`config.mk`:
```
export PLATFORM = sky130hd
export DESIGN_NAME = uart_system_sequencer
export DESIGN_NICKNAME = d
export VERILOG_FILES = /design/src/rtl/uart_system_sequencer.sv
export SDC_FILE = /design/constraint.sdc
export NUM_CORES = 1
export LEC_CHECK = 0
export CAP_MARGIN = 20
export CORE_MARGIN = 3
export CORE_UTILIZATION = 27
export DETAILED_ROUTE_END_ITERATION = 6
export PLACE_DENSITY = 0.67
export SETUP_SLACK_MARGIN = 0.2
export SLEW_MARGIN = 20
export SYNTH_ARGS = -nofsm -noshare
export SYNTH_HDL_FRONTEND = slang
export SYNTH_SLANG_ARGS = --single-unit
```
`constraint.sdc`:
```
create_clock -name clk -period 2.7 [get_ports clk]
set_input_delay 0.54 -clock clk [delete_from_list [all_inputs] [get_ports clk]]
set_output_delay 0.54 -clock clk [all_outputs]
set_load 0.03 [all_outputs]
```
`src/rtl/uart_system_sequencer.sv`:
```
// uart_system_sequencer: top-level run sequencer for the UART memory loader and the cores.
// Once armed it runs four phases in order: UART load of IMEM, UART load of DMEM, a core run
// with the cores owning memory, then a UART dump of the DMEM result window.
//
// Optional feature macro: PROC_TIMEOUT_EN. When defined, a bounded core run sets the sticky
// error flag and forces the result dump. When undefined, the core run waits for proc_done
// indefinitely and error is tied 0.
//
// Ports:
//   clk               system clock
//   rstN              asynchronous active-low reset
//   start_n           arm request, active low, already synchronised (falling edge arms)
//   mem_received      pulse: UART receive of the current range done
//   mem_transmitted   pulse: UART transmit of the current range done
//   uart_txStart_n    active-low 1-cycle transmit request
//   toggle_addr_range constant 1 (explicit address ranges)
//   tx_start_addr     first transmit address (RESULT_START)
//   tx_end_addr       last transmit address (RESULT_END)
//   rx_end_addr       last receive address for the current load phase
//   uart_mem_sel      UART-side target: 0 = IMEM, 1 = DMEM
//   mem_owner         memory owner: 0 = UART interface, 1 = cores
//   proc_start        1-cycle start pulse to the cores
//   proc_done         cores finished (level or pulse)
//   seq_state         current state code
//   error             sticky processor-timeout flag
module uart_system_sequencer #(
  parameter int unsigned MEM_ADDR_LENGTH = 12,
  parameter int unsigned IMEM_END_ADDR   = 255,
  parameter int unsigned DMEM_END_ADDR   = 4095,
  parameter int unsigned RESULT_START    = 0,
  parameter int unsigned RESULT_END      = 63,
  parameter int unsigned TIMEOUT_CYCLES  = 2**20,
  parameter int unsigned TIMEOUT_WIDTH   = 24
) (
  input  logic                       clk,
  input  logic                       rstN,
  input  logic                       start_n,
  input  logic                       mem_received,
  input  logic                       mem_transmitted,
  output logic                       uart_txStart_n,
  output logic                       toggle_addr_range,
  output logic [MEM_ADDR_LENGTH-1:0] tx_start_addr,
  output logic [MEM_ADDR_LENGTH-1:0] tx_end_addr,
  output logic [MEM_ADDR_LENGTH-1:0] rx_end_addr,
  output logic                       uart_mem_sel,
  output logic                       mem_owner,
  output logic                       proc_start,
  input  logic                       proc_done,
  output logic [2:0]                 seq_state,
  output logic                       error
);

  typedef enum logic [2:0] {
    StIdle     = 3'd0,
    StLoadImem = 3'd1,
    StLoadDmem = 3'd2,
    StRunStart = 3'd3,
    StRunWait  = 3'd4,
    StTxStart  = 3'd5,
    StTxWait   = 3'd6,
    StDone     = 3'd7
  } state_e;

  state_e state_q, state_d;
  logic   start_n_q;
  logic   arm;
  logic   timeout_hit;
  logic   proc_start_q;
  logic   tx_start_n_q;
  logic   mem_owner_q;
  logic   error_q, error_d;

  // Arm only on a 1->0 transition so a held-low start_n arms exactly once.
  assign arm = start_n_q & ~start_n;

`ifdef PROC_TIMEOUT_EN
  logic [TIMEOUT_WIDTH-1:0] tmo_cnt_q, tmo_cnt_d;

  assign timeout_hit = (state_q == StRunWait) &&
                       (tmo_cnt_q == TIMEOUT_WIDTH'(TIMEOUT_CYCLES - 1));

  always_comb begin
    tmo_cnt_d = tmo_cnt_q;
    if (state_q == StRunStart) begin
      tmo_cnt_d = '0;
    end else if (state_q == StRunWait) begin
      tmo_cnt_d = tmo_cnt_q + 1'b1;
    end
  end

  always_ff @(posedge clk or negedge rstN) begin
    if (!rstN) begin
      tmo_cnt_q <= '0;
    end else begin
      tmo_cnt_q <= tmo_cnt_d;
    end
  end

  // proc_done wins over a same-cycle expiry.
  always_comb begin
    error_d = error_q;
    if (timeout_hit && !proc_done) begin
      error_d = 1'b1;
    end else if (state_q == StDone && arm) begin
      error_d = 1'b0;
    end
  end
`else
  logic [31:0] unused_timeout_cfg;
  assign unused_timeout_cfg = TIMEOUT_CYCLES ^ TIMEOUT_WIDTH;
  assign timeout_hit        = 1'b0;
  assign error_d            = 1'b0;
`endif

  // State register; pulses and ownership are registered from the next state so they are
  // glitch-free and aligned with the cycle the FSM occupies the state.
  always_ff @(posedge clk or negedge rstN) begin
    if (!rstN) begin
      state_q      <= StIdle;
      start_n_q    <= 1'b1;
      proc_start_q <= 1'b0;
      tx_start_n_q <= 1'b1;
      mem_owner_q  <= 1'b0;
      error_q      <= 1'b0;
    end else begin
      state_q      <= state_d;
      start_n_q    <= start_n;
      proc_start_q <= (state_d == StRunStart);
      tx_start_n_q <= (state_d != StTxStart);
      mem_owner_q  <= (state_d == StRunStart) || (state_d == StRunWait);
      error_q      <= error_d;
    end
  end

  // Next-state logic; events outside their owning state are simply ignored.
  always_comb begin
    state_d = state_q;
    unique case (state_q)
      StIdle:     if (arm) state_d = StLoadImem;
      StLoadImem: if (mem_received) state_d = StLoadDmem;
      StLoadDmem: if (mem_received) state_d = StRunStart;
      StRunStart: state_d = StRunWait;
      StRunWait:  if (proc_done || timeout_hit) state_d = StTxStart;
      StTxStart:  state_d = StTxWait;
      StTxWait:   if (mem_transmitted) state_d = StDone;
      StDone:     if (arm) state_d = StLoadImem;
      default:    state_d = StIdle;
    endcase
  end

  // Outputs.
  always_comb begin
    uart_mem_sel = (state_q == StLoadDmem) || (state_q == StTxStart) || (state_q == StTxWait);
    rx_end_addr  = (state_q == StLoadDmem) ? MEM_ADDR_LENGTH'(DMEM_END_ADDR)
                                           : MEM_ADDR_LENGTH'(IMEM_END_ADDR);
  end

  assign toggle_addr_range = 1'b1;
  assign tx_start_addr     = MEM_ADDR_LENGTH'(RESULT_START);
  assign tx_end_addr       = MEM_ADDR_LENGTH'(RESULT_END);
  assign proc_start        = proc_start_q;
  assign uart_txStart_n    = tx_start_n_q;
  assign mem_owner         = mem_owner_q;
  assign error             = error_q;
  assign seq_state         = state_q;

endmodule

```
==> results of run 1 <==
[kinds of logic after synthesis]
logic type,share of synthesized area
muxes,0.0152
AOI/OAI and AO/OA,0.143
buffers and inverters,0.452
and+or+nand+nor,0.108
other,0.0114
DFF,0.270
[final cells by class]
class                   instances  area (um2)
repair buffers                 16         170
multi-input cells              62         303
flip-flops and latches          7         178
fillers                       244        1540
well taps                      28        35.0
clock buffers                   4        26.3
[Yosys cell counts]
library cell   n
a21boi_1       1
a21o_1         1
a21oi_1        4
and3_1         1
buf_2          1
buf_4         39
conb_1         2
dfrtp_1        5
dfstp_2        2
mux2i_1        1
nand2_1        3
nand2b_1       2
nand2b_4       1
nand3_1        1
nand3b_1       1
nor2_1         4
o211a_1        1
o21a_1         1
o21ai_0        2
o21ai_1        3
o32ai_2        1
[repair_timing]
action,in CTS,in global routing
gates resized for setup,0,4
setup endpoints to repair,0,4
setup buffers,0,0
[final timing paths]
check,start,end,slack [ns]
max in group asynchronous,rstN,start_n_q,1.86
hold / removal,rstN,seq_state[2],0.55
min in group clk,start_n_q,seq_state[2],0.69
setup reg to reg,seq_state[2],seq_state[0],1.46
setup / recovery,seq_state[2],uart_mem_sel,0.40
hold reg to reg,start_n_q,seq_state[2],0.69
[through the flow]
stage,instance area [um2],power [uW],utilization
after floorplan,778,560,-
after global placement,676,624,0.300
after detailed placement,676,629,0.300
after CTS,702,725,0.311
after global routing,712,764,0.316
final,712,714,0.316
[power by group]
| group | internal (uW) | switching [uW] | leakage, uW | total, uW |
|---|---|---|---|---|
| logic | 164 | 251 | 0.000325 | 414 |
| registers | 138 | 69.4 | 0.0000794 | 207 |
| clock network | 56.2 | 36.1 | 0.0000150 | 92.3 |
[per-layer routing]
layer / track usage / wire length [um] / part of all wire
met4: 0.0208 / 0 / 0
met2: 0.0929 / 516 / 0.52
met1: 0.0609 / 367 / 0.37
met3: 0.0421 / 111 / 0.11
met5: 0 / 0 / 0
[sequential cells by signal, summed over array words and instances (netlist names)]
| register | cells |
|---|---|
| seq_state | 3 |
| mem_owner | 1 |
| proc_start | 1 |
| start_n_q | 1 |
| uart_txStart_n | 1 |
==> results.md, run 1 <==
* Status: complete, no violations
* Static Leak at ~0.00042 uW
* CP Capture Type: output pin
* Clock root buffer: clkbuf_4
* RSZ-0062 raised after global routing: no
* Setup Viol. Count Final at 0
* Grt total ovfl at 0
* Tcrit/Tclk final at 0.851
* Pin count of the biggest net entering global routing at 17
* Deepest clock path buffer count at 2
* Initial core utilization at 0.292
* Placed cell count at 113
* Total Routing Usage GR at 0.0589
* CTS tree: done
* Clock Skews at about 0.0028 ns
* Avg Inst Size Synth at approximately 8.5 um2
* Drt pass-1 iters at 4
* CP bufs+invs at 1
* Via Count at between 400 and 500
* CTS Buf Count at 3
* Initial antenna violation count at 0
* I/O pin count at 51
* FF+latch count, synth at 7
* Worst path depth at 3
* DPL Wire Length at a little over 800 um
* Slack of the critical path at about 0.40 ns
* Largest area contributor in the netlist: buf_4
* Synth Cell Area at between 600 and 700 um2
* Die width at ~55 um
* Final ANT Viol Nets at 0
* Max-slew violations at 0
* Routed vias/inst at 3.53
* Wire length per cell at ~8.5 um
* RD Place Congestion at between 0.7 and 0.8
* Max_cap viols at 0
* Arr. time, crit path at 1.76 ns
* Count of cell types in the netlist at 21
* Final hold vios at 0
* Number of core rows at 17
* Layout area overhead at 8.17%
* Die H at approximately 55 um
* DRC at 0
* Cts hold-fix bufs at 0
* Clock sink count at 7
* Final Non-Filler Cells at 117
* CP Launch Type: flip-flop
* Crit-path slowest cell: clkdlybuf4s50_1
* Clock-pin slew on the worst setup and hold paths at 0.05 ns
* Final net count at 96
* Synth top area share at 0.445
* Tmin final at 2.30 ns
* YS warnings at 0
* Core box area at around 2300 um2
* H-tree depth at 1
* Crit path largest cell delay at a little under 0.7 ns
* Most common cell after layout, fill and taps aside: conb_1
* Clock Latency Late Sink at 0.25 ns
* Required @ worst endpoint at between 2 and 2.5 ns
* N_diodes at 0
* Peak VDD IR at a little over 0.3 mV
* F_max at around 0.44 GHz
* Sequential area share after synthesis at 0.270
* Placement Setup Slack at 0.480 ns
* Layout cell share with drive strength beyond 1 at 0.0787
* Commonest cells after routing, fill and taps aside: 34 x conb_1, 12 x clkdlybuf4s50_1, 5 x dfrtp_1
* Pwr Density at ~1000 nW/um2
* Die ar. at a little over 3000 um2
* Ranking of synthesized cells by area: buf_4 44%, dfrtp_1 19%, dfstp_2 8.0%, a21oi_1 3.0%, o32ai_2 2.5%
* Worst-path cell chain: nand2_1 -> o21ai_1 -> clkdlybuf4s50_1
* WL final at a little under 1 mm
* WS Path Type: reg -> out
* Mapped Cells at 77
* Vias in the first global route at between 300 and 400
* First-pass GRT wire length at about 1.4 mm
* CP Max Fanout at 16
* TNS Setup at 0 ns
* Reg2Reg Depth at 3
* Hold Crit Class: in -> async
* Fin Hold WS at 0.548 ns
* DR iter-0 viols at 5
* Port Buffers at 16
* CP top delay family: buffers and inverters
Note: power is estimated with default switching activity, not from simulation.
==> inputs of run 2 (changes only) <==
REMOVE_ABC_BUFFERS = 1   (was unset)
==> run 2 against run 1 <==
Non-clock buffer count did not move. Global-route usage is 0.24 points higher. Cell count did not move. Count of clock-buffer cells in the layout is the same. Clock skew is 0.0027 ns lower. Sequential share of layout area stayed put. Clock power shrank 2.5%. Utilization unchanged. Die area stayed put. Cell area stayed put. Total power is 0.19% lower. Worst hold slack better by 0.0032 ns. Largest cell class unchanged.
==> results.md, run 2 (synthesized netlist as in run 1, its figures left out) <==
* Core box area at 2250 um2 (unchanged)
* Total Routing Usage GR at 0.0614 (+0.00245)
* Deepest clock path buffer count at 2 (unchanged)
* Max-slew violations at 0 (unchanged)
* Worst r2r src: seq_state[2]
* Clock-pin slew on the worst setup and hold paths at 0.05 ns (about the same)
* Final net count at 96 (unchanged)
* Die ar. at 3070 um2 (unchanged)
* Drt pass-1 iters at 2 (-2)
* H-tree depth at 1 (unchanged)
* Pwr Density at 1000 nW/um2 (-0.19%)
* Final ANT Viol Nets at 0 (unchanged)
* End of the worst register-to-register path: seq_state[0]
* Most common cell after layout, fill and taps aside: conb_1
* Largest register FFs at 3 (unchanged)
* I/O pin count at 51 (unchanged)
* Status: complete, no violations
* Area occupied by registers at 178 um2 (unchanged)
* Commonest cells after routing, fill and taps aside: 34 x conb_1, 12 x clkdlybuf4s50_1, 5 x dfrtp_1
* Layout area overhead at 8.17% (unchanged)
* Tmin final at 2.30 ns (+0.000607 ns)
* DR iter-0 viols at 8 (+3)
* Initial core utilization at 0.292 (unchanged)
* Layout cell share with drive strength beyond 1 at 0.0787 (unchanged)
* Required @ worst endpoint at 2.16 ns (about the same)
* Total power at 713 uW (-0.19%)
* Post-cts resize count at 0 (unchanged)
* Pin count of the biggest net entering global routing at 17 (unchanged)
* Hold Crit Class: in -> async
* Clock sink count at 7 (unchanged)
* Routed vias/inst at 3.59 (+1.7%)
* N_diodes at 0 (unchanged)
* DRC at 0 (unchanged)
* Clock root buffer: clkbuf_4
* CTS Buf Count at 3 (unchanged)
* Area of the multi-input gates at 303 um2 (unchanged)
* CP Launch Type: flip-flop
* Worst-path cell chain: nand2b_1 -> o21ai_1 -> clkdlybuf4s50_1
* Die H at 55.4 um (unchanged)
* Post-CTS Setup Inserts at 0 (unchanged)
* Arr. time, crit path at 1.76 ns (about the same)
* CP Capture Type: output pin
* DPL Wire Length at 799 um (-0.93%)
* Peak VDD IR at 0.371 mV (+23%)
* Number of core rows at 17 (unchanged)
* R2R Setup Slk at 1.46 ns (about the same)
* Static Leak at 0.000419 uW (unchanged)
* CTS tree: done
* Placed cell count at 113 (unchanged)
* Tcrit/Tclk final at 0.851 (about the same)
* WL final at 967 um (-2.8%)
* Vias in the first global route at 302 (-5.9%)
* Final hold vios at 0 (unchanged)
* Clock Latency Late Sink at 0.24 ns (about the same)
* Fillcell total at 255 (+4.5%)
* Grt total ovfl at 0 (unchanged)
* Crit path largest cell delay at 0.68 ns (about the same)
* Port Buffers at 16 (unchanged)
* Clock Skews at 0.000176 ns (-0.00266 ns)
* Crit-path slowest cell: clkdlybuf4s50_1
* Via Count at 420 (+1.7%)
* Reg2Reg Depth at 3 (unchanged)
* RSZ-0062 raised after global routing: no
* Setup Viol. Count Final at 0 (unchanged)
* Cts hold-fix bufs at 0 (unchanged)
* RD Place Congestion at 0.729 (-7.7%)
* Die width at 55.4 um (unchanged)
* CP Max Fanout at 13 (-3)
* Final Non-Filler Cells at 117 (unchanged)
* Initial antenna violation count at 0 (unchanged)
* WS Path Type: reg -> out
* Wire length per cell at 8.26 um (-2.8%)
* First-pass GRT wire length at 1.41 mm (+2.0%)
* Max_cap viols at 0 (unchanged)
* F_max at 0.435 GHz (about the same)
[run 2: cell counts in the layout (fill, tap and decap cells not counted)]
Identical to the previous run, type by type.
[run 2: worst max-delay path, delay by kind of cell (launching register included)]
family / cells / cell delay [ns]
buffers and inverters: 1 / 0.68
flip-flops: 1 / 0.50
AO/OA/AOI/OAI: 1 / 0.09
AND/OR/NAND/NOR: 1 / 0.23
[run 2: worst max path at each step]
stage | startpoint | end | slack (ns) | cells past startpoint
2_1_floorplan | seq_state[0] | rx_end_addr[10] | -0.18 | 2
5_1_grt | seq_state[2] | uart_mem_sel | 0.26 | 3
4_1_cts | seq_state[0] | rx_end_addr[9] | 0.23 | 3
3_5_place_dp | seq_state[0] | rx_end_addr[9] | 0.50 | 3
6_report | seq_state[0] | uart_mem_sel | 0.40 | 3
3_3_place_gp | seq_state[0] | rx_end_addr[8] | 0.57 | 3
[run 2: cell type report]
class,instances,share of cell area
flip-flops and latches,7,0.250
well taps,28,0.0492
repair buffers,16,0.239
clock buffers,4,0.0369
multi-input cells,62,0.425
[run 2: power by group]
group	internal, uW	leakage, uW	total (uW)	switching, uW
clock	56.1	0.0000150	90.0	33.9
sequential	138	0.0000794	210	72.4
combinational	164	0.000325	412	249
total	358	0.000419	713	355
[run 2: stage by stage]
step / instance area [um2] / utilization / setup WS [ns] / hold WS (ns) / setup TNS [ns]
finish: 712 / 0.316 / 0.402 / 0.551 / 0
global route: 712 / 0.316 / 0.258 / 0.550 / 0
CTS: 702 / 0.311 / 0.225 / 0.548 / 0
detailed placement: 676 / 0.300 / 0.497 / 0.680 / 0
global placement: 676 / 0.300 / 0.574 / 0.685 / 0
floorplan: 480 / - / -0.175 / 0.244 / -0.702
[run 2: per-layer routing]
metal | wire, um | GRT usage
met1 | 366 | 0.0709
met2 | 438 | 0.0811
met3 | 142 | 0.0327
met4 | 19 | 0.0521
met5 | 0 | 0
